$ cat src/rtl/systolic_feeder_if.sv
// systolic_feeder_if: job control, weight/activation handshakes and PE-array outputs
// for systolic_feeder.
//   start, num_vec          job request and its activation-vector count
//   w_valid/w_ready/w_data  weight-word stream, row-major order
//   a_valid/a_ready/a_data  activation-vector stream, element r at [r*DATA_WIDTH +: DATA_WIDTH]
//   load_weight, weight_bus weight-commit strobe and per-PE weights (PE(r,c) = element r*N+c)
//   act_out                 skewed left-edge activations, element r drives array row r
//   busy, done              job in progress / job-complete pulse
// The master modport belongs to the job source; the slave modport belongs to the feeder.
interface systolic_feeder_if #(
    parameter int unsigned DATA_WIDTH = 16,
    parameter int unsigned N          = 4,
    parameter int unsigned CNT_WIDTH  = 8
);
    logic                         start;
    logic [CNT_WIDTH-1:0]         num_vec;
    logic                         w_valid;
    logic                         w_ready;
    logic [DATA_WIDTH-1:0]        w_data;
    logic                         a_valid;
    logic                         a_ready;
    logic [N*DATA_WIDTH-1:0]      a_data;
    logic                         load_weight;
    logic [N*N*DATA_WIDTH-1:0]    weight_bus;
    logic [N*DATA_WIDTH-1:0]      act_out;
    logic                         busy;
    logic                         done;

    modport master (
        output start, num_vec, w_valid, w_data, a_valid, a_data,
        input  w_ready, a_ready, load_weight, weight_bus, act_out, busy, done
    );

    modport slave (
        input  start, num_vec, w_valid, w_data, a_valid, a_data,
        output w_ready, a_ready, load_weight, weight_bus, act_out, busy, done
    );
endinterface

$ cat src/rtl/systolic_feeder.sv
// systolic_feeder: loads an N x N weight set into a PE array, commits it with a one-cycle
// strobe, then streams num_vec activation vectors through a skew network so that row r
// receives its element r cycles after row 0. A drain phase flushes the skew and the array
// before a done pulse.
// Ports:
//   clk    rising-edge clock
//   reset  asynchronous, active-high reset
//   bus    systolic_feeder_if.slave (see the interface file for the signal list)
module systolic_feeder #(
    parameter int unsigned DATA_WIDTH = 16,
    parameter int unsigned N          = 4,
    parameter int unsigned CNT_WIDTH  = 8
) (
    input logic              clk,
    input logic              reset,
    systolic_feeder_if.slave bus
);

    localparam int unsigned NumW   = N * N;
    localparam int unsigned IdxW   = (NumW > 1) ? $clog2(NumW) : 1;
    localparam int unsigned DrainW = $clog2(2 * N);
    localparam logic [IdxW-1:0]   LastIdx   = IdxW'(NumW - 1);
    localparam logic [DrainW-1:0] LastDrain = DrainW'(2 * N - 2);

    typedef enum logic [2:0] {
        StIdle,
        StWload,
        StWcommit,
        StStream,
        StDrain,
        StDone
    } state_e;

    state_e                      state_q, state_d;
    logic [IdxW-1:0]             idx_q, idx_d;
    logic [CNT_WIDTH-1:0]        vec_cnt_q, vec_cnt_d;
    logic [CNT_WIDTH-1:0]        num_q, num_d;
    logic [DrainW-1:0]           drain_q, drain_d;
    logic [NumW*DATA_WIDTH-1:0]  weight_q;
    logic [N*DATA_WIDTH-1:0]     inj_vec;
    logic [N*DATA_WIDTH-1:0]     act_out;

    logic w_fire, a_fire;
    logic w_ready, a_ready, load_weight, done;

    always_comb begin
        state_d     = state_q;
        idx_d       = idx_q;
        vec_cnt_d   = vec_cnt_q;
        num_d       = num_q;
        drain_d     = '0;
        w_ready     = 1'b0;
        a_ready     = 1'b0;
        load_weight = 1'b0;
        done        = 1'b0;
        w_fire      = 1'b0;
        a_fire      = 1'b0;
        case (state_q)
            StIdle: begin
                if (bus.start) begin
                    num_d     = bus.num_vec;
                    vec_cnt_d = '0;
                    idx_d     = '0;
                    state_d   = StWload;
                end
            end
            StWload: begin
                w_ready = 1'b1;
                if (bus.w_valid) begin
                    w_fire = 1'b1;
                    if (idx_q == LastIdx) begin
                        idx_d   = '0;
                        state_d = StWcommit;
                    end else begin
                        idx_d = idx_q + 1'b1;
                    end
                end
            end
            StWcommit: begin
                load_weight = 1'b1;
                state_d     = (num_q != '0) ? StStream : StDrain;
            end
            StStream: begin
                a_ready = 1'b1;
                if (bus.a_valid) begin
                    a_fire    = 1'b1;
                    vec_cnt_d = vec_cnt_q + 1'b1;
                    // This beat is the last vector of the job.
                    if (vec_cnt_q == num_q - 1'b1) begin
                        state_d = StDrain;
                    end
                end
            end
            StDrain: begin
                if (drain_q == LastDrain) begin
                    state_d = StDone;
                end else begin
                    drain_d = drain_q + 1'b1;
                end
            end
            StDone: begin
                done    = 1'b1;
                state_d = StIdle;
            end
            default: state_d = StIdle;
        endcase
    end

    always_ff @(posedge clk or posedge reset) begin
        if (reset) begin
            state_q   <= StIdle;
            idx_q     <= '0;
            vec_cnt_q <= '0;
            num_q     <= '0;
            drain_q   <= '0;
        end else begin
            state_q   <= state_d;
            idx_q     <= idx_d;
            vec_cnt_q <= vec_cnt_d;
            num_q     <= num_d;
            drain_q   <= drain_d;
        end
    end

    always_ff @(posedge clk or posedge reset) begin
        if (reset) begin
            weight_q <= '0;
        end else if (w_fire) begin
            weight_q[idx_q*DATA_WIDTH +: DATA_WIDTH] <= bus.w_data;
        end
    end

    // Anything other than an accepted vector enters the skew network as a zero bubble.
    assign inj_vec = a_fire ? bus.a_data : '0;

    // Row r is a shift line of r+1 stages; stage 0 takes the new element and the oldest
    // stage (index r) drives the array row.
    for (genvar r = 0; r < N; r++) begin : g_row
        logic [(r+1)*DATA_WIDTH-1:0] pipe_q, pipe_d;

        always_comb begin
            pipe_d                   = pipe_q << DATA_WIDTH;
            pipe_d[DATA_WIDTH-1:0]   = inj_vec[r*DATA_WIDTH +: DATA_WIDTH];
        end

        always_ff @(posedge clk or posedge reset) begin
            if (reset) begin
                pipe_q <= '0;
            end else begin
                pipe_q <= pipe_d;
            end
        end

        assign act_out[r*DATA_WIDTH +: DATA_WIDTH] = pipe_q[r*DATA_WIDTH +: DATA_WIDTH];
    end

    assign bus.w_ready     = w_ready;
    assign bus.a_ready     = a_ready;
    assign bus.load_weight = load_weight;
    assign bus.done        = done;
    assign bus.busy        = (state_q != StIdle);
    assign bus.weight_bus  = weight_q;
    assign bus.act_out     = act_out;

endmodule

$ cat src/flat_wrapper.sv
// flat-port wrapper written by rule: the top's interface ports become plain ports
module systolic_feeder_flat 
#(
    parameter int unsigned DATA_WIDTH = 16,
    parameter int unsigned N          = 4,
    parameter int unsigned CNT_WIDTH  = 8
)
  (clk, reset, bus_start, bus_num_vec, bus_w_valid, bus_w_data, bus_a_valid, bus_a_data, bus_w_ready, bus_a_ready, bus_load_weight, bus_weight_bus, bus_act_out, bus_busy, bus_done);
  systolic_feeder_if #(.DATA_WIDTH(DATA_WIDTH), .N(N), .CNT_WIDTH(CNT_WIDTH)) bus_i ();
  input logic clk;
  input logic reset;
  input wire logic [$bits(bus_i.start)-1:0] bus_start;
  input wire logic [$bits(bus_i.num_vec)-1:0] bus_num_vec;
  input wire logic [$bits(bus_i.w_valid)-1:0] bus_w_valid;
  input wire logic [$bits(bus_i.w_data)-1:0] bus_w_data;
  input wire logic [$bits(bus_i.a_valid)-1:0] bus_a_valid;
  input wire logic [$bits(bus_i.a_data)-1:0] bus_a_data;
  output wire logic [$bits(bus_i.w_ready)-1:0] bus_w_ready;
  output wire logic [$bits(bus_i.a_ready)-1:0] bus_a_ready;
  output wire logic [$bits(bus_i.load_weight)-1:0] bus_load_weight;
  output wire logic [$bits(bus_i.weight_bus)-1:0] bus_weight_bus;
  output wire logic [$bits(bus_i.act_out)-1:0] bus_act_out;
  output wire logic [$bits(bus_i.busy)-1:0] bus_busy;
  output wire logic [$bits(bus_i.done)-1:0] bus_done;
  assign bus_i.start = bus_start;
  assign bus_i.num_vec = bus_num_vec;
  assign bus_i.w_valid = bus_w_valid;
  assign bus_i.w_data = bus_w_data;
  assign bus_i.a_valid = bus_a_valid;
  assign bus_i.a_data = bus_a_data;
  assign bus_w_ready = bus_i.w_ready;
  assign bus_a_ready = bus_i.a_ready;
  assign bus_load_weight = bus_i.load_weight;
  assign bus_weight_bus = bus_i.weight_bus;
  assign bus_act_out = bus_i.act_out;
  assign bus_busy = bus_i.busy;
  assign bus_done = bus_i.done;
  systolic_feeder #(.DATA_WIDTH(DATA_WIDTH), .N(N), .CNT_WIDTH(CNT_WIDTH)) u_core (.clk(clk), .reset(reset), .bus(bus_i));
endmodule
$ cat config.mk
export PLATFORM = sky130hd
export DESIGN_NAME = systolic_feeder_flat
export DESIGN_NICKNAME = d
export VERILOG_FILES = /design/src/rtl/systolic_feeder_if.sv /design/src/rtl/systolic_feeder.sv /design/src/flat_wrapper.sv
export SDC_FILE = /design/constraint.sdc
export NUM_CORES = 1
export LEC_CHECK = 0
export CAP_MARGIN = 20
export CORE_MARGIN = 1.5
export CORE_UTILIZATION = 49
export DETAILED_ROUTE_END_ITERATION = 7
export HOLD_SLACK_MARGIN = 0.15
export PLACE_DENSITY_LB_ADDON = 0.12
export SKIP_CTS_REPAIR_TIMING = 1
export SKIP_LAST_GASP = 1
export SLEW_MARGIN = 20
export SYNTH_ARGS = -nofsm -noshare
export SYNTH_HDL_FRONTEND = slang
export SYNTH_SLANG_ARGS = --single-unit
$ cat constraint.sdc
create_clock -name clk -period 19 [get_ports clk]
set_clock_uncertainty 0.05 [all_clocks]
set_input_delay 2.85 -clock clk [delete_from_list [all_inputs] [get_ports clk]]
set_output_delay 2.85 -clock clk [all_outputs]
set_load 0.01 [all_outputs]
==> summary.md, run 1 <==
### Worst setup path
• **CP Data Required Time** 19.68 ns
• **Setup crit end kind** async pin
• **startpoint type of the worst setup path** input pin
• **Worst path slowest cell** buf_12
• **worst-path cell chain** clkdlybuf4s50_1 -> inv_8 -> buf_12 -> buf_4 -> buf_12
• **CP Data Arrival Time** 5.80 ns
• **peak fanout along the critical path** 165
• **class of the most critical setup path** in2async
• **maximum single-stage delay on the critical path** 0.66 ns
• **most used cell along the critical path** buf_12

### Detailed routing
• **overall via count from detail_route** 11600
• **Pre-antenna DRT Iters** 5
• **DRC violation count after routing** 0
• **Routed Wire Length** 44600 um
• **starting DRC count in detailed routing** 782
• **final antenna-violating net count** 0
• **WL/cell** 19.7 um
• **via-per-instance ratio** 5.12

### Die
• **Core Rows** 67
• **width of the die** 187 um
• **die height** 187 um
• **initial standard-cell utilization of the core** 49.6%
• **core region area** 33400 um^2
• **number of ports placed on the die boundary** 418
• **die area** 34900 um^2

### Cells and area
• **register cell area after layout** 11100 um^2
• **fin cells** 2264
• **filler cell count** 2538
• **most frequent cells in the layout** 442 x dfrtp_1, 417 x clkdlybuf4s50_1, 363 x nand2_1
• **Layout Nets** 1880
• **area of the multi-input gates** 4700 um^2
• **area growth from synthesis to layout** 34.4%
• **most common cell after layout, fill and taps aside** dfrtp_1
• **post-route cell area** 22300 um^2
• **layout cells sized above 1** 9.81%

### Placed design
• **weighted congestion at the end of routability-driven global placement** 0.810
• **Placed Instance Area** 20700 um^2
• **count of buffers inserted at the top-level ports** 417
• **Cells after DPL** 2181
• **sum of net half-perimeters after detailed placement** 29700 um
• **pre-CTS WS** 13.00 ns

### Min path
• **Min-Delay Path Class** reg2reg

### Power and ir drop
• **power density over the cells** 124 nW/um^2
• **worst voltage drop across the vdd grid** 0.0907 mV
• **LEAKAGE** 9.82 nW

### Clock network
• **Clk pin slew, worst setup/hold paths** 0.06 ns
• **clock root buffer master** clkbuf_16
• **clock sink count** 442
• **CTS buffer count** 44
• **clock tree from TritonCTS** done
• **maximum clock path buffer count** 3
• **clock network latency to the later pin of the worst-skew pair** 0.55 ns
• **maximum level of the CTS H-tree** 2

### Global route
• **number of antenna violations at the first check in global routing** 0
• **vias in the first global route** 11600
• **first-pass GRT wire length** 68500 um
• **maximum number of pins on one net before global-route repair** 166
• **total global routing overflow** 0
• **GRT Resource Usage Total** 25.7%

### STA
• **count of final max-slew check failures** 0
• **Fin Setup TNS** 0 ns
• **post-route worst setup slack** 13.88 ns
• **Relative slew margins** 20.2%
• **unrepaired setup endpoints after global routing** false
• **# setup viols final** 0
• **minimum period implied by the final worst setup slack** 5.12 ns
• **slew at the pin closest to its max-slew limit** 1.19 ns
• **Max Clock Freq** 0.195 GHz
• **count of endpoints failing hold in the final timing report** 0
• **post-route clock period utilization** 26.9%

### Run
• **number of max-cap violations** 0

### Logic synthesis
• **cell types occupying the most area after synthesis** dfrtp_1 67%, nand2_1 8.2%, o21ai_0 5.1%
• **Yosys Warn Count** 0
• **most area-hungry cell type in the Yosys netlist** dfrtp_1
• **number of synthesized flops with an enable pin** 0
• **Syn Inst Count** 1443
• **register area share after synthesis** 66.8%
• **fraction of post-synthesis cell area in the top cell type by area** 66.8%
• **netlist area before placement** 16600 um^2
• **mean instance size in the synthesized netlist** 11.5 um^2
• **syn_nets** 1542
• **most used flip-flop cell after synthesis** dfrtp_1
• **async set or reset register ratio after synthesis** 100%
• **count of distinct cell types in the synthesized netlist** 49
• **synthesis-stage register bit count** 442

### Status
• **status** finished clean

==> synthesized netlist by cell type (2+ instances only) <==
cell,n
xnor2_1,10
nor3b_1,2
inv_1,25
buf_6,2
o21ai_0,168
a21oi_1,4
nor3_4,2
mux2_2,61
xor2_1,8
ha_1,6
mux2i_1,3
a22o_1,2
a21o_1,2
buf_2,8
nand2b_1,4
and2_1,66
mux2_4,10
o31ai_1,33
buf_4,48
nor2b_1,3
dfrtp_1,442
clkbuf_1,77
nor2_1,26
nand2_1,363
nand4_1,21
nor3_1,11
and3_1,4
nor3b_4,2
nand3_1,9
nor3b_2,2
==> report_power, final <==
group	internal, mW	switching (mW)
sequential	1.09	0.0875
combinational	0.311	0.351
clock	0.547	0.363
==> worst paths after layout <==
check,startpoint,end,slack [ns],cells after the start
max,reset,u_core.bus.weight_bus[251],13.88,5
min reg2reg,u_core.g_row[2].pipe_q[27],u_core.g_row[2].pipe_q[43],0.28,0
max reg2reg,u_core.idx_q[0],u_core.bus.weight_bus[58],15.41,8
min,u_core.g_row[2].pipe_q[27],u_core.g_row[2].pipe_q[43],0.28,0
max in group clk,u_core.state_q[0],bus_w_ready,13.95,2
min in group asynchronous,reset,u_core.g_row[1].pipe_q[16],2.85,2
==> flip-flops by register name, indices dropped and copies added (netlist names) <==
register	cells
u_core.num_q	8
u_core.g_row.pipe_q	160
u_core.idx_q	4
u_core.state_q	3
u_core.vec_cnt_q	8
u_core.drain_q	3
u_core.bus.weight_bus	256
==> metal layers <==
metal / up-vias / GRT usage [%] / wire length [um] / share of wire, %
met5: - / 0 / 0 / 0
met1: 5703 / 33.7 / 18600 / 42
met2: 408 / 41.7 / 21300 / 48
met3: 120 / 4.39 / 2370 / 5.3
met4: 0 / 13.0 / 2340 / 5.2
li1: 5357 / - / - / -
==> through the flow <==
stage | util, % | hold slack (ns) | power, mW
floorplan | - | 0.281 | 1.56
global placement | 61.9 | 0.281 | 1.83
detailed placement | 61.9 | 0.285 | 1.85
CTS | 66.6 | 0.295 | 2.76
global route | 66.7 | 0.300 | 2.87
finish | 66.7 | 0.285 | 2.75
==> cells by family after synthesis <==
| kind of cell | synth area share (%) |
|---|---|
| adder cells (fa/ha/maj) | 0.453 |
| AO/OA/AOI/OAI | 7.31 |
| AND/OR/NAND/NOR | 14.3 |
| flip-flops | 66.8 |
| buffers and inverters | 4.96 |
| XOR/XNOR | 0.952 |
| multiplexers | 5.24 |
==> layout make-up <==
class / instances / share of cell area [%]
sequential: 442 / 49.7
clock buffer: 61 / 5.82
tap: 448 / 2.52
antenna: 1 / 0.0112
inverter: 25 / 0.455
multi-input combinational: 840 / 21.1
clock inverter: 19 / 1.14
timing repair buffer: 428 / 19.2
==> critical path, delay by kind of cell <==
family | cells | cell delay [ns]
buf+inv | 5 | 2.67
(Power assumes the default switching activity.)
==> inputs of run 2 (changes only) <==
--- a/config.mk
+++ b/config.mk
@@ -7,7 +7,7 @@
 export LEC_CHECK = 0
 export CAP_MARGIN = 20
 export CORE_MARGIN = 1.5
-export CORE_UTILIZATION = 49
+export CORE_UTILIZATION = 44
 export DETAILED_ROUTE_END_ITERATION = 7
 export HOLD_SLACK_MARGIN = 0.15
 export PLACE_DENSITY_LB_ADDON = 0.12
==> constraint.sdc (replaced) <==
create_clock -name clk -period 4.1 [get_ports clk]
set_clock_uncertainty 0.05 [all_clocks]
set_input_delay 0.615 -clock clk [delete_from_list [all_inputs] [get_ports clk]]
set_output_delay 0.615 -clock clk [all_outputs]
set_load 0.01 [all_outputs]
==> run 2 against run 1 <==
Flip-flop and latch count unchanged. Largest cell class unchanged. Largest power group unchanged. First-iteration DRC count down 17%. Utilization fell by 5.7 points. Worst hold slack worse by 0.0067 ns. Critical endpoint is now u_core.bus.weight_bus[130]. Clock-buffer cell count grew 8.
==> summary.md, run 2 (same netlist as run 1, synthesis figures left out) <==
### Global route
• **number of antenna violations at the first check in global routing** 0, unchanged
• **total global routing overflow** 0, unchanged
• **maximum number of pins on one net before global-route repair** 128, was 166
• **vias in the first global route** 11500, was 11600
• **first-pass GRT wire length** 70600 um, was 68500 um
• **GRT Resource Usage Total** 24.2%, was 25.7%

### Clock network
• **clock root buffer master** clkbuf_16, unchanged
• **maximum clock path buffer count** 3, unchanged
• **CTS buffer count** 47, was 44
• **Clk pin slew, worst setup/hold paths** 0.06 ns, about the same
• **clock sink count** 442, unchanged
• **maximum level of the CTS H-tree** 2, unchanged
• **clock tree from TritonCTS** done, unchanged
• **clock network latency to the later pin of the worst-skew pair** 0.57 ns, was 0.55 ns

### Cells and area
• **register cell area after layout** 11100 um^2, unchanged
• **most frequent cells in the layout** 442 x dfrtp_1, 417 x clkdlybuf4s50_1, 363 x nand2_1, unchanged
• **layout cells sized above 1** 9.98%, was 9.81%
• **area of the multi-input gates** 4690 um^2, was 4700 um^2
• **count of inserted antenna diode cells** 0, was 1
• **area growth from synthesis to layout** 35.5%, was 34.4%
• **filler cell count** 2961, was 2538
• **max FFs per register** 256, unchanged
• **most common cell after layout, fill and taps aside** dfrtp_1, unchanged
• **fin cells** 2301, was 2264
• **Layout Nets** 1898, was 1880

### STA
• **Hold Worst Slack** 0.278 ns, was 0.285 ns
• **# setup viols final** 0, unchanged
• **post-route worst setup slack** 0.925 ns, was 13.88 ns
• **post-route clock period utilization** 77.4%
• **unrepaired setup endpoints after global routing** false, unchanged
• **slew at the pin closest to its max-slew limit** 1.13 ns, was 1.19 ns
• **Relative slew margins** 24.6%, was 20.2%
• **count of endpoints failing hold in the final timing report** 0, unchanged
• **Max Clock Freq** 0.315 GHz
• **minimum period implied by the final worst setup slack** 3.18 ns
• **count of final max-slew check failures** 0, unchanged

### Power and ir drop
• **worst voltage drop across the vdd grid** 0.387 mV, was 0.0907 mV
• **proportion of power drawn by flip-flops and latches** 42.3%, was 42.8%
• **power density over the cells** 573 nW/um^2, was 124 nW/um^2
• **proportion of power drawn by combinational gates** 24.2%, was 24.1%
• **switching power share of the total** 29.3%, was 29.2%
• **share of power burned in the clock network** 33.5%, was 33.1%
• **Net Switching** 3.76 mW, was 0.802 mW
• **Internal Power** 9.10 mW, was 1.95 mW
• **LEAKAGE** 9.91 nW, was 9.82 nW

### Die
• **die height** 197 um, was 187 um
• **Core Rows** 70, was 67
• **initial standard-cell utilization of the core** 45.0%, was 49.6%
• **number of ports placed on the die boundary** 418, unchanged
• **core region area** 36800 um^2, was 33400 um^2
• **die area** 38800 um^2, was 34900 um^2
• **width of the die** 197 um, was 187 um

### Worst setup path
• **peak fanout along the critical path** 19, was 165
• **CP Data Required Time** 4.50 ns, was 19.68 ns
• **startpoint type of the worst setup path** register, was input pin
• **class of the most critical setup path** reg2reg, was in2async
• **CP Data Arrival Time** 3.58 ns, was 5.80 ns
• **Setup crit end kind** register, was async pin
• **register-to-register path setup slack** 0.92 ns, was 15.41 ns

### Detailed routing
• **Routed Wire Length** 46400 um, was 44600 um
• **overall via count from detail_route** 11500, was 11600
• **Pre-antenna DRT Iters** 5, unchanged
• **final antenna-violating net count** 0, unchanged
• **starting DRC count in detailed routing** 646, was 782
• **WL/cell** 20.2 um, was 19.7 um
• **DRC violation count after routing** 0, unchanged
• **via-per-instance ratio** 5.02, was 5.12

### Placed design
• **sum of net half-perimeters after detailed placement** 31000 um, was 29700 um
• **count of buffers inserted at the top-level ports** 417, unchanged
• **pre-CTS WS** 0.962 ns, was 13.00 ns
• **weighted congestion at the end of routability-driven global placement** 0.788, was 0.810
• **Cells after DPL** 2218, was 2181

### Run
• **number of max-cap violations** 0, unchanged

### Status
• **status** finished clean, unchanged

### Min path
• **Min-Delay Path Class** reg2reg, unchanged

[run 2: cell count changes in the layout (fill, tap and decap cells not counted), sizes merged]
cell and delta:
clkinv -3, inv -1, bufinv -1, diode -1
clkbuf +8, buf +15
[run 2: worst paths after layout]
check	start	endpoint	cells past startpoint
max	u_core.idx_q[2]	u_core.bus.weight_bus[130]	6
min	u_core.g_row[3].pipe_q[3]	u_core.g_row[3].pipe_q[19]	0
max reg2reg	u_core.idx_q[2]	u_core.bus.weight_bus[130]	6
min reg2reg	u_core.g_row[3].pipe_q[3]	u_core.g_row[3].pipe_q[19]	0
max in group asynchronous	reset	u_core.vec_cnt_q[5]	3
min in group asynchronous	reset	u_core.bus.weight_bus[72]	2
[run 2: layout make-up]
type                       instances  share of cell area, %
clock buffer                      69                   6.10
clock inverter                    14                  0.942
inverter                          25                  0.435
multi-input combinational        840                   20.9
sequential                       442                   49.3
tap                              468                   2.61
timing repair buffer             443                   19.7
[run 2: metal layers]
| layer | global-route usage (%) | up-vias | routed length [um] |
|---|---|---|---|
| met5 | 0 | - | 0 |
| met4 | 8.74 | 0 | 1330 |
| met2 | 39.6 | 369 | 22400 |
| met1 | 32.0 | 5692 | 19600 |
| met3 | 5.20 | 75 | 3070 |
| li1 | - | 5404 | - |
[run 2: power by group through the flow]
stage / Sequential, mW / Combinational [mW] / Clock, mW
3_5_place_dp: 5.52 / 3.11 / 0
4_1_cts: 5.44 / 3.13 / 4.41
6_report: 5.44 / 3.11 / 4.31
5_1_grt: 5.52 / 3.35 / 4.58
3_3_place_gp: 5.49 / 3.06 / 0
2_1_floorplan: 5.56 / 1.67 / 0
[run 2: per-stage QoR]
| stage | total power [mW] | instance area [um^2] | util, % | TNS [ns] |
|---|---|---|---|---|
| after floorplan | 7.22 | 16600 | - | -1121.89 |
| after global placement | 8.54 | 20900 | 56.7 | 0 |
| after detailed placement | 8.63 | 20900 | 56.7 | 0 |
| after CTS | 13.0 | 22400 | 61.0 | 0 |
| after global routing | 13.5 | 22400 | 61.0 | 0 |
| final | 12.9 | 22400 | 61.0 | 0 |
[run 2: critical path: stages, from the launching register on]
cell	delay, ns
dfrtp_1	0.61
nor3_1	0.09
ha_1	0.49
nand2_1	0.58
nor3_4	0.57
buf_4	0.30
mux2_2	0.36
==> inputs of run 3 (changes only) <==
--- a/config.mk
+++ b/config.mk
@@ -7,7 +7,7 @@
 export LEC_CHECK = 0
 export CAP_MARGIN = 20
 export CORE_MARGIN = 1.5
-export CORE_UTILIZATION = 44
+export CORE_UTILIZATION = 49
 export DETAILED_ROUTE_END_ITERATION = 7
 export HOLD_SLACK_MARGIN = 0.15
 export PLACE_DENSITY_LB_ADDON = 0.12
==> constraint.sdc (replaced) <==
create_clock -name clk -period 3 [get_ports clk]
set_clock_uncertainty 0.05 [all_clocks]
set_input_delay 0.45 -clock clk [delete_from_list [all_inputs] [get_ports clk]]
set_output_delay 0.45 -clock clk [all_outputs]
set_load 0.01 [all_outputs]
==> run 3 against run 2 <==
Maximum frequency increased by 16%. Setup slack got worse by 0.67 ns. Worst hold slack improved by 0.0082 ns. Die area decreased by 10%. Critical endpoint is now u_core.bus.weight_bus[70]. Critical path depth unchanged. Sequential share of layout area decreased by 0.18 points. Flip-flop and latch count unchanged. Clock-buffer cell count decreased by 3. Via count increased by 2.0%. Clock power increased by 28%. Sequential power increased by 37%. Utilization increased by 6.5 points.
==> summary.md, run 3 (same netlist as run 1, synthesis figures left out) <==
### Status
• **status** finished clean, unchanged

### Worst setup path
• **maximum single-stage delay on the critical path** 0.66 ns, was 0.61 ns
• **Worst path slowest cell** nand4_2, was dfrtp_1
• **class of the most critical setup path** reg2reg, unchanged
• **number of buffers and inverters on the critical path** 1, unchanged
• **worst-path cell chain** inv_1 -> ha_1 -> nor3b_2 -> nor2_1 -> nand4_2 -> mux2_2, was nor3_1 -> ha_1 -> nand2_1 -> nor3_4 -> buf_4 -> mux2_2
• **CP Data Required Time** 3.37 ns, was 4.50 ns
• **peak fanout along the critical path** 16, was 19
• **kind of cell adding the most delay to the critical path** simple AND/OR/NAND/NOR gates, unchanged
• **CP Data Arrival Time** 3.11 ns, was 3.58 ns
• **startpoint type of the worst setup path** register, unchanged
• **Setup crit end kind** register, unchanged

### Detailed routing
• **Routed Wire Length** 44700 um, was 46400 um
• **via-per-instance ratio** 5.09, was 5.02
• **starting DRC count in detailed routing** 808, was 646
• **Pre-antenna DRT Iters** 5, unchanged
• **DRC violation count after routing** 0, unchanged
• **overall via count from detail_route** 11800, was 11500
• **WL/cell** 19.4 um, was 20.2 um
• **final antenna-violating net count** 0, unchanged

### Clock network
• **Clk pin slew, worst setup/hold paths** 0.06 ns, about the same
• **maximum level of the CTS H-tree** 2, unchanged
• **clock tree from TritonCTS** done, unchanged
• **CTS buffer count** 45, was 47
• **clock sink count** 442, unchanged
• **clock network latency to the later pin of the worst-skew pair** 0.54 ns, was 0.57 ns
• **maximum clock path buffer count** 3, unchanged
• **clock root buffer master** clkbuf_16, unchanged

### Placed design
• **weighted congestion at the end of routability-driven global placement** 0.834, was 0.788
• **count of buffers inserted at the top-level ports** 417, unchanged
• **sum of net half-perimeters after detailed placement** 30700 um, was 31000 um
• **pre-CTS WS** 0.276 ns, was 0.962 ns

### STA
• **unrepaired setup endpoints after global routing** false, unchanged
• **minimum period implied by the final worst setup slack** 2.75 ns, was 3.18 ns
• **post-route clock period utilization** 91.5%, was 77.4%
• **Relative slew margins** 37.0%, was 24.6%
• **count of endpoints failing hold in the final timing report** 0, unchanged
• **post-route worst setup slack** 0.254 ns, was 0.925 ns
• **slew at the pin closest to its max-slew limit** 0.946 ns, was 1.13 ns
• **# setup viols final** 0, unchanged
• **Max Clock Freq** 0.364 GHz, was 0.315 GHz
• **count of final max-slew check failures** 0, unchanged

### Die
• **number of ports placed on the die boundary** 418, unchanged
• **die area** 34900 um^2, was 38800 um^2
• **core region area** 33400 um^2, was 36800 um^2
• **width of the die** 187 um, was 197 um
• **die height** 187 um, was 197 um
• **Core Rows** 67, was 70
• **initial standard-cell utilization of the core** 49.6%, was 45.0%

### Global route
• **maximum number of pins on one net before global-route repair** 166, was 128
• **vias in the first global route** 11700, was 11500
• **number of antenna violations at the first check in global routing** 1, was 0
• **total global routing overflow** 0, unchanged
• **first-pass GRT wire length** 69400 um, was 70600 um
• **GRT Resource Usage Total** 25.8%, was 24.2%

### Power and ir drop
• **LEAKAGE** 10.0 nW, was 9.91 nW
• **power density over the cells** 768 nW/um^2, was 573 nW/um^2
• **worst voltage drop across the vdd grid** 0.454 mV, was 0.387 mV
• **post-layout total power** 17.3 mW, was 12.9 mW

### Run
• **number of max-cap violations** 0, unchanged

### Cells and area
• **Layout Nets** 1925, was 1898
• **post-layout util** 67.5%, was 61.0%
• **most frequent cells in the layout** 442 x dfrtp_1, 417 x clkdlybuf4s50_1, 363 x nand2_1, unchanged
• **layout cells sized above 1** 11.4%, was 9.98%
• **register cell area after layout** 11100 um^2, unchanged
• **area growth from synthesis to layout** 36.0%, was 35.5%
• **filler cell count** 2586, was 2961
• **most common cell after layout, fill and taps aside** dfrtp_1, unchanged
• **area of the multi-input gates** 4680 um^2, was 4690 um^2
• **max FFs per register** 256, unchanged

### Min path
• **Min-Delay Path Class** reg2reg, unchanged

run 3: cell types whose count changed in the layout (fill, tap and decap cells not counted):
cell and delta:
bufinv_16 -2, clkinv_2 +4, inv_16 -1, buf_12 -1, clkbuf_16 -2, clkbuf_1 -1, buf_4 +30, clkinvlp_4 +1
clkinv_4 +1, diode_2 +1, nor2_1 +1, nor2_2 -1
run 3: worst paths after layout:
path,to,slack [ns],depth (start not counted),from
max,u_core.bus.weight_bus[70],0.25,6,u_core.idx_q[1]
min,u_core.g_row[3].pipe_q[35],0.29,0,u_core.g_row[3].pipe_q[19]
max reg2reg,u_core.bus.weight_bus[70],0.25,6,u_core.idx_q[1]
min reg2reg,u_core.g_row[3].pipe_q[35],0.29,0,u_core.g_row[3].pipe_q[19]
max in group asynchronous,u_core.bus.weight_bus[157],1.68,3,reset
min in group asynchronous,u_core.bus.weight_bus[19],0.30,3,reset
run 3: area by class of cell:
type                       instances  share of cell area (%)
multi-input combinational        840                    20.8
timing repair buffer             472                    20.6
sequential                       442                    49.1
clock buffer                      66                    5.84
clock inverter                    17                   0.744
tap                              448                    2.49
inverter                          25                   0.433
antenna                            1                  0.0111
run 3: routing by layer:
metal	wire (um)	global-route usage, %	vias to the layer above
met5	0	0	-
met4	1680	9.49	0
met3	3110	4.97	98
met2	21600	42.7	453
met1	18300	34.1	5765
li1	-	-	5456
run 3: metrics by stage:
stage / setup TNS, ns / hold slack [ns] / cell area [um^2] / cells
global route: 0 / 0.298 / 22500 / 2310
floorplan: -1535.16 / 0.281 / 16600 / 1443
finish: 0 / 0.286 / 22500 / 2311
detailed placement: 0 / 0.285 / 21000 / 2227
CTS: 0 / 0.276 / 22500 / 2310
global placement: 0 / 0.281 / 21000 / 2227
run 3: power breakdown:
| group | leakage (nW) | switching, mW | internal (mW) |
|---|---|---|---|
| logic | 3.30 | 2.25 | 2.09 |
| registers | 5.96 | 0.528 | 6.90 |
| clock network | 0.735 | 2.30 | 3.23 |
==> patch 1: new RTL, config.mk and constraints of run 3 <==
Reset style: synchronous (`reset`), changed in 3 clocked blocks. Comments in the files are not updated.
--- a/src/rtl/systolic_feeder.sv
+++ b/src/rtl/systolic_feeder.sv
@@ -106,7 +106,7 @@
         endcase
     end
 
-    always_ff @(posedge clk or posedge reset) begin
+    always_ff @(posedge clk) begin
         if (reset) begin
             state_q   <= StIdle;
             idx_q     <= '0;
@@ -122,7 +122,7 @@
         end
     end
 
-    always_ff @(posedge clk or posedge reset) begin
+    always_ff @(posedge clk) begin
         if (reset) begin
             weight_q <= '0;
         end else if (w_fire) begin
@@ -143,7 +143,7 @@
             pipe_d[DATA_WIDTH-1:0]   = inj_vec[r*DATA_WIDTH +: DATA_WIDTH];
         end
 
-        always_ff @(posedge clk or posedge reset) begin
+        always_ff @(posedge clk) begin
             if (reset) begin
                 pipe_q <= '0;
             end else begin
Function: differs if reset is asserted again (counterexample within 4 cycles, from zero or initial values and one cycle with reset high); with reset held inactive, the same outputs for 4 cycles.
==> patch 1 against run 3 <==
- non-clock buffer count decreased by 24
- synthesized area decreased by 2.9%
- fmax decreased by 3.1%
- via count increased by 5.7%
- critical path type is now register to primary output
- design area decreased by 3.9%
- worst setup slack got worse by 87 ps
- wire length decreased by 1.2%
- sequential cell count unchanged
Power is not compared: it rests on default switching activity, and its combinational part moved more than twofold at a synthesized area within 25%.
==> patch 1: results (changes against run 3) <==
Outcome
  • Outcome: completed

Final layout
  • Layout cells sized above 1: 0.0673 (-0.0466)
  • # nets final: 2089 (+8.5%)
  • Number of inserted diodes: 0 (-1)
  • Max reg flops: 256 (unchanged)
  • Filler Cells Inserted: 2601 (+0.58%)

Synth
  • Synth async-reset ratio: 0 (-1.00)
  • Number of distinct library cells after synthesis: 59 (+20%)
  • Sequential area share after synthesis: 0.550 (-0.118)
  • Syn nets: 1765 (+14%)
  • List of most frequent post-synthesis cells: 442 x sky130_fd_sc_hd__dfxtp_1, 175 x sky130_fd_sc_hd__nor2_1, 163 x sky130_fd_sc_hd__nand2_1, 147 x sky130_fd_sc_hd__mux2i_1, 127 x sky130_fd_sc_hd__a21oi_1
  • Top post-synthesis cells by area: sky130_fd_sc_hd__dfxtp_1 55%, sky130_fd_sc_hd__mux2i_1 9.1%, sky130_fd_sc_hd__nor2_1 4.1%
  • Synth warn: 0 (unchanged)

Detailed routing
  • Antenna-violating nets left: 0 (unchanged)
  • Count of vias placed by the detailed router: 12400 (+5.7%)
  • Number of DRC markers after the initial detailed-route iteration: 726 (-10%)
  • Count of unresolved DRC violations after routing: 0 (unchanged)
  • Pre-antenna DRT Iters: 5 (unchanged)
  • Final routed wirelength across all metal layers: 44200 microns (-1.2%)

Global route
  • Via count of the first global-routing pass: 11900 (+1.6%)
  • Largest net degree at the start of global routing: 85 (-49%)
  • Initial antenna violation count: 1 (unchanged)
  • GRT Resource Usage Total: 0.255 (-0.00302)
  • First-pass GRT wire length: 67100 microns (-3.4%)

CTS
  • Clk slew on worst S/H paths: 60 ps (about the same)
  • Clk Tree Root Cell: sky130_fd_sc_hd__clkbuf_16
  • Worst skew pair latency: ~530 ps
  • Number of clock buffers inserted by TritonCTS: 45 (unchanged)
  • Buffers from clock root to sink, at most: 3 (unchanged)
  • H-tree lvl count: 2 (unchanged)

Power and ir drop
  • LEAKAGE: roughly 9 nW
  • Worst voltage drop across the vdd grid: between 0.4 and 0.5 mV

Hold path
  • Worst min-delay path class: input port to register

Setup path
  • WP data arrival: 2330 ps (-780 ps)
  • Max Fanout on Critical Path: 14 (-2)

Place
  • Half-perimeter wire length after placement: 30300 microns (-1.3%)
  • Weighted congestion reported at the end of routability-driven placement: 0.821 (-1.6%)
  • Number of buffers inserted by port buffering: 417 (unchanged)

STA
  • Slew at the pin with the worst max-slew slack: 898 ps (-47.4 ps)
[patch 1: cells by family after synthesis]
kind of cell / Yosys count / share of synthesized area
AND/OR/NAND/NOR: 722 / 0.231
flip-flops: 442 / 0.550
buffers and inverters: 182 / 0.0600
multiplexers: 150 / 0.0936
AO/OA/AOI/OAI: 146 / 0.0504
XOR/XNOR: 14 / 0.00809
adder cells (fa/ha/maj): 8 / 0.00622
[patch 1: metrics by stage]
stage	hold slack [ps]	setup WS (ps)	instances	power [mW]	instance area [sq um]
finish	232	167	2464	13.4	21600
global route	254	19.8	2464	13.9	21600
CTS	235	133	2464	13.5	21600
detailed placement	370	241	2383	8.12	20200
global placement	364	250	2383	8.08	20200
floorplan	364	636	1664	7.44	16100
[patch 1: cell type report]
class                           instances  share of cell area
Sequential cell                       442               0.409
Multi-Input combinational cell       1040               0.292
Timing Repair Buffer                  448               0.206
Clock buffer                           70              0.0624
Tap cell                              442              0.0256
Clock inverter                         11             0.00405
Inverter                               11             0.00191
[patch 1: path summary, 6_finish.rpt]
check,from,slack (ps),to,cells past startpoint
worst min register to register,u_core.g_row[3].pipe_q[5]$_SDFF_PP0_,380,u_core.g_row[3].pipe_q[21]$_SDFF_PP0_,1
worst max register to register,u_core.idx_q[3]$_SDFFE_PP0P_,200,u_core.bus.weight_bus[126]$_SDFFE_PP0P_,7
worst max-delay path,u_core.state_q[0]$_SDFFE_PP0P_,170,bus_w_ready,3
worst min-delay path,reset,230,u_core.g_row[3].pipe_q[18]$_SDFF_PP0_,2
[patch 1: worst max-delay path: stages (launching register included)]
cell and delay, ps:
sky130_fd_sc_hd__dfxtp_1 560, sky130_fd_sc_hd__or3b_2 550, sky130_fd_sc_hd__inv_2 120, sky130_fd_sc_hd__clkdlybuf4s50_1 580
[patch 1: report_power, final]
| part | internal (mW) | total (mW) | switching (mW) |
|---|---|---|---|
| Sequential | 5.97 | 6.08 | 0.105 |
| Clock | 3.17 | 5.38 | 2.21 |
| Combinational | 0.651 | 1.94 | 1.29 |
| Total | 9.79 | 13.4 | 3.61 |
[patch 1: per-layer routing]
metal	GRT usage	wire (microns)	part of all wire
met1	0.296	17400	0.39
met2	0.432	20900	0.47
met3	0.0907	4280	0.097
met4	0.0964	1610	0.036
met5	0	11	0.00025
==> patch 2: new RTL, flow settings as in run 3 <==
Without the edit above. `CNT_WIDTH` is set to 8 in 3 places; all go to 6.
--- a/src/rtl/systolic_feeder_if.sv
+++ b/src/rtl/systolic_feeder_if.sv
@@ -10,7 +10,7 @@
 interface systolic_feeder_if #(
     parameter int unsigned DATA_WIDTH = 16,
     parameter int unsigned N          = 4,
-    parameter int unsigned CNT_WIDTH  = 8
+    parameter int unsigned CNT_WIDTH  = 6
 );
     logic                         start;
     logic [CNT_WIDTH-1:0]         num_vec;
--- a/src/rtl/systolic_feeder.sv
+++ b/src/rtl/systolic_feeder.sv
@@ -9,7 +9,7 @@
 module systolic_feeder #(
     parameter int unsigned DATA_WIDTH = 16,
     parameter int unsigned N          = 4,
-    parameter int unsigned CNT_WIDTH  = 8
+    parameter int unsigned CNT_WIDTH  = 6
 ) (
     input logic              clk,
     input logic              reset,
--- a/src/flat_wrapper.sv
+++ b/src/flat_wrapper.sv
@@ -3,7 +3,7 @@
 #(
     parameter int unsigned DATA_WIDTH = 16,
     parameter int unsigned N          = 4,
-    parameter int unsigned CNT_WIDTH  = 8
+    parameter int unsigned CNT_WIDTH  = 6
 )
   (clk, reset, bus_start, bus_num_vec, bus_w_valid, bus_w_data, bus_a_valid, bus_a_data, bus_w_ready, bus_a_ready, bus_load_weight, bus_weight_bus, bus_act_out, bus_busy, bus_done);
   systolic_feeder_if #(.DATA_WIDTH(DATA_WIDTH), .N(N), .CNT_WIDTH(CNT_WIDTH)) bus_i ();
Ports: changed (resized bus_num_vec); port bits go from 418 to 416. The function was not compared with the original's and may differ.
==> patch 2 against run 3 <==
- wire length is 3.2% higher
- critical path depth down 4
- power increased by 10%
- synthesized area is 0.68% lower
- sequential cell count is 4 lower
- cell count up 0.69%
- global-route usage is 0.77 points higher
- combinational power up 26%
- design area decreased by 0.22%
- fmax shrank 0.35%
- sequential share of layout area fell by 0.34 points
- worst setup slack worse by 9.6 ps
- critical path type is now register to primary output
==> patch 2: results (changes against run 3) <==
Setup path
  • FF-to-FF Start: u_core.idx_q[3]$_DFFE_PP0P_
  • WP data arrival: 2260 ps (-850 ps)
  • Flop2flop setup slack: 470 ps (+220 ps)
  • Max Fanout on Critical Path: 14 (-2)
  • Reg2Reg Depth: 7 (+1)
  • Critical register-to-register path endpoint: u_core.bus.weight_bus[137]$_DFFE_PP0P_
  • Cell type group with the largest total delay on the critical path: buffers and inverters
  • Cell with the largest stage delay on the worst path: sky130_fd_sc_hd__clkdlybuf4s50_1

Place
  • # placed instances: 2243 (+0.72%)
  • Setup Slack @ Placement: 387 ps (+111 ps)
  • DP Area: 20900 sq um (-0.88%)
  • Number of buffers inserted by port buffering: 415 (-0.48%)

Global route
  • GRT Resource Usage Total: 0.266 (+0.00775)
  • Initial antenna violation count: 0 (-1)
  • First-pass GRT wire length: 69400 microns (about the same)
  • Largest net degree at the start of global routing: 131 (-21%)
  • Via count of the first global-routing pass: 11800 (+0.78%)

Final layout
  • # nets final: 1945 (+1.0%)
  • Final cell count without fillers: 2327 (+0.69%)
  • Filler Cells Inserted: 2428 (-6.1%)

Synth
  • Top post-synthesis cells by area: sky130_fd_sc_hd__dfrtp_1 67%, sky130_fd_sc_hd__nand2_1 8.5%, sky130_fd_sc_hd__o21ai_0 5.6%
  • Syn nets: 1580 (+2.5%)
  • Post-Syn Instances: 1484 (+2.8%)

Outcome
  • Outcome: completed

STA
  • Slew at the pin with the worst max-slew slack: 969 ps (+23.4 ps)

Power and ir drop
  • Worst voltage drop across the vdd grid: 0.693 mV (+53%)

Detailed routing
  • Post-detailed-route via-to-cell ratio: 5.19 (+1.9%)
  • Number of DRC markers after the initial detailed-route iteration: 946 (+17%)

Hold path
  • Worst min-delay path class: input port to asynchronous set/reset pin

CTS
  • Number of clock buffers inserted by TritonCTS: 46 (+2.2%)
[patch 2: cell types whose count changed in the layout (fill, tap and decap cells not counted), moves of 11 or more]
cell	before	now
sky130_fd_sc_hd__nand3_1	9	39
sky130_fd_sc_hd__nand4_1	21	9
sky130_fd_sc_hd__and2_1	66	4
sky130_fd_sc_hd__and3_1	4	67
sky130_fd_sc_hd__o21ai_0	168	185
sky130_fd_sc_hd__nand2_1	363	374
[patch 2: area by class of cell]
type,instances,area share
Sequential cell,438,0.488
Multi-Input combinational cell,868,0.206
Timing Repair Buffer,469,0.205
Clock buffer,69,0.0637
Tap cell,442,0.0246
Clock inverter,15,0.00846
Inverter,26,0.00451
[patch 2: logic make-up (layout without fill, tap and decap cells)]
| group | after synthesis | in the layout | synth area share |
|---|---|---|---|
| and+or+nand+nor | 560 | 560 | 0.154 |
| buffers and inverters | 178 | 579 | 0.0527 |
| DFF | 438 | 438 | 0.666 |
| muxes | 56 | 56 | 0.0382 |
| adders and majority gates | 5 | 5 | 0.00380 |
| AOI/OAI and AO/OA | 236 | 236 | 0.0788 |
| xor gates and xnor gates | 11 | 11 | 0.00632 |
[patch 2: through the flow]
| stage | setup TNS, ps | utilization | power (mW) | hold WS [ps] |
|---|---|---|---|---|
| 2_1_floorplan | -1496770 | - | 10.5 | 281 |
| 3_3_place_gp | 0 | 0.636 | 13.1 | 281 |
| 3_5_place_dp | 0 | 0.636 | 13.2 | 285 |
| 4_1_cts | 0 | 0.686 | 19.2 | 201 |
| 5_1_grt | 0 | 0.686 | 20.0 | 214 |
| 6_report | 0 | 0.686 | 19.1 | 212 |
[patch 2: layer usage]
layer / up-vias / share of wire / GRT usage
met5: - / 0 / 0
met4: 0 / 0.034 / 0.0971
met3: 80 / 0.076 / 0.0644
met2: 443 / 0.47 / 0.418
met1: 5954 / 0.42 / 0.361
li1: 5598 / - / -
[patch 2: power breakdown]
part | internal, mW | switching (mW) | total, mW
Clock | 3.64 | 2.30 | 5.95
Combinational | 2.49 | 2.97 | 5.46
Sequential | 7.01 | 0.669 | 7.68
[patch 2: worst max path at each step]
| stage | slack (ps) | endpoint | start |
|---|---|---|---|
| floorplan | -3420 | u_core.bus.weight_bus[0]$_DFFE_PP0P_ | reset |
| global placement | 420 | u_core.bus.weight_bus[143]$_DFFE_PP0P_ | bus_w_valid |
| detailed placement | 390 | u_core.bus.weight_bus[110]$_DFFE_PP0P_ | bus_w_valid |
| CTS | 230 | bus_a_ready | u_core.state_q[1]$_DFFE_PP0P_ |
| global route | 160 | bus_a_ready | u_core.state_q[1]$_DFFE_PP0P_ |
| finish | 240 | bus_a_ready | u_core.state_q[1]$_DFFE_PP0P_ |
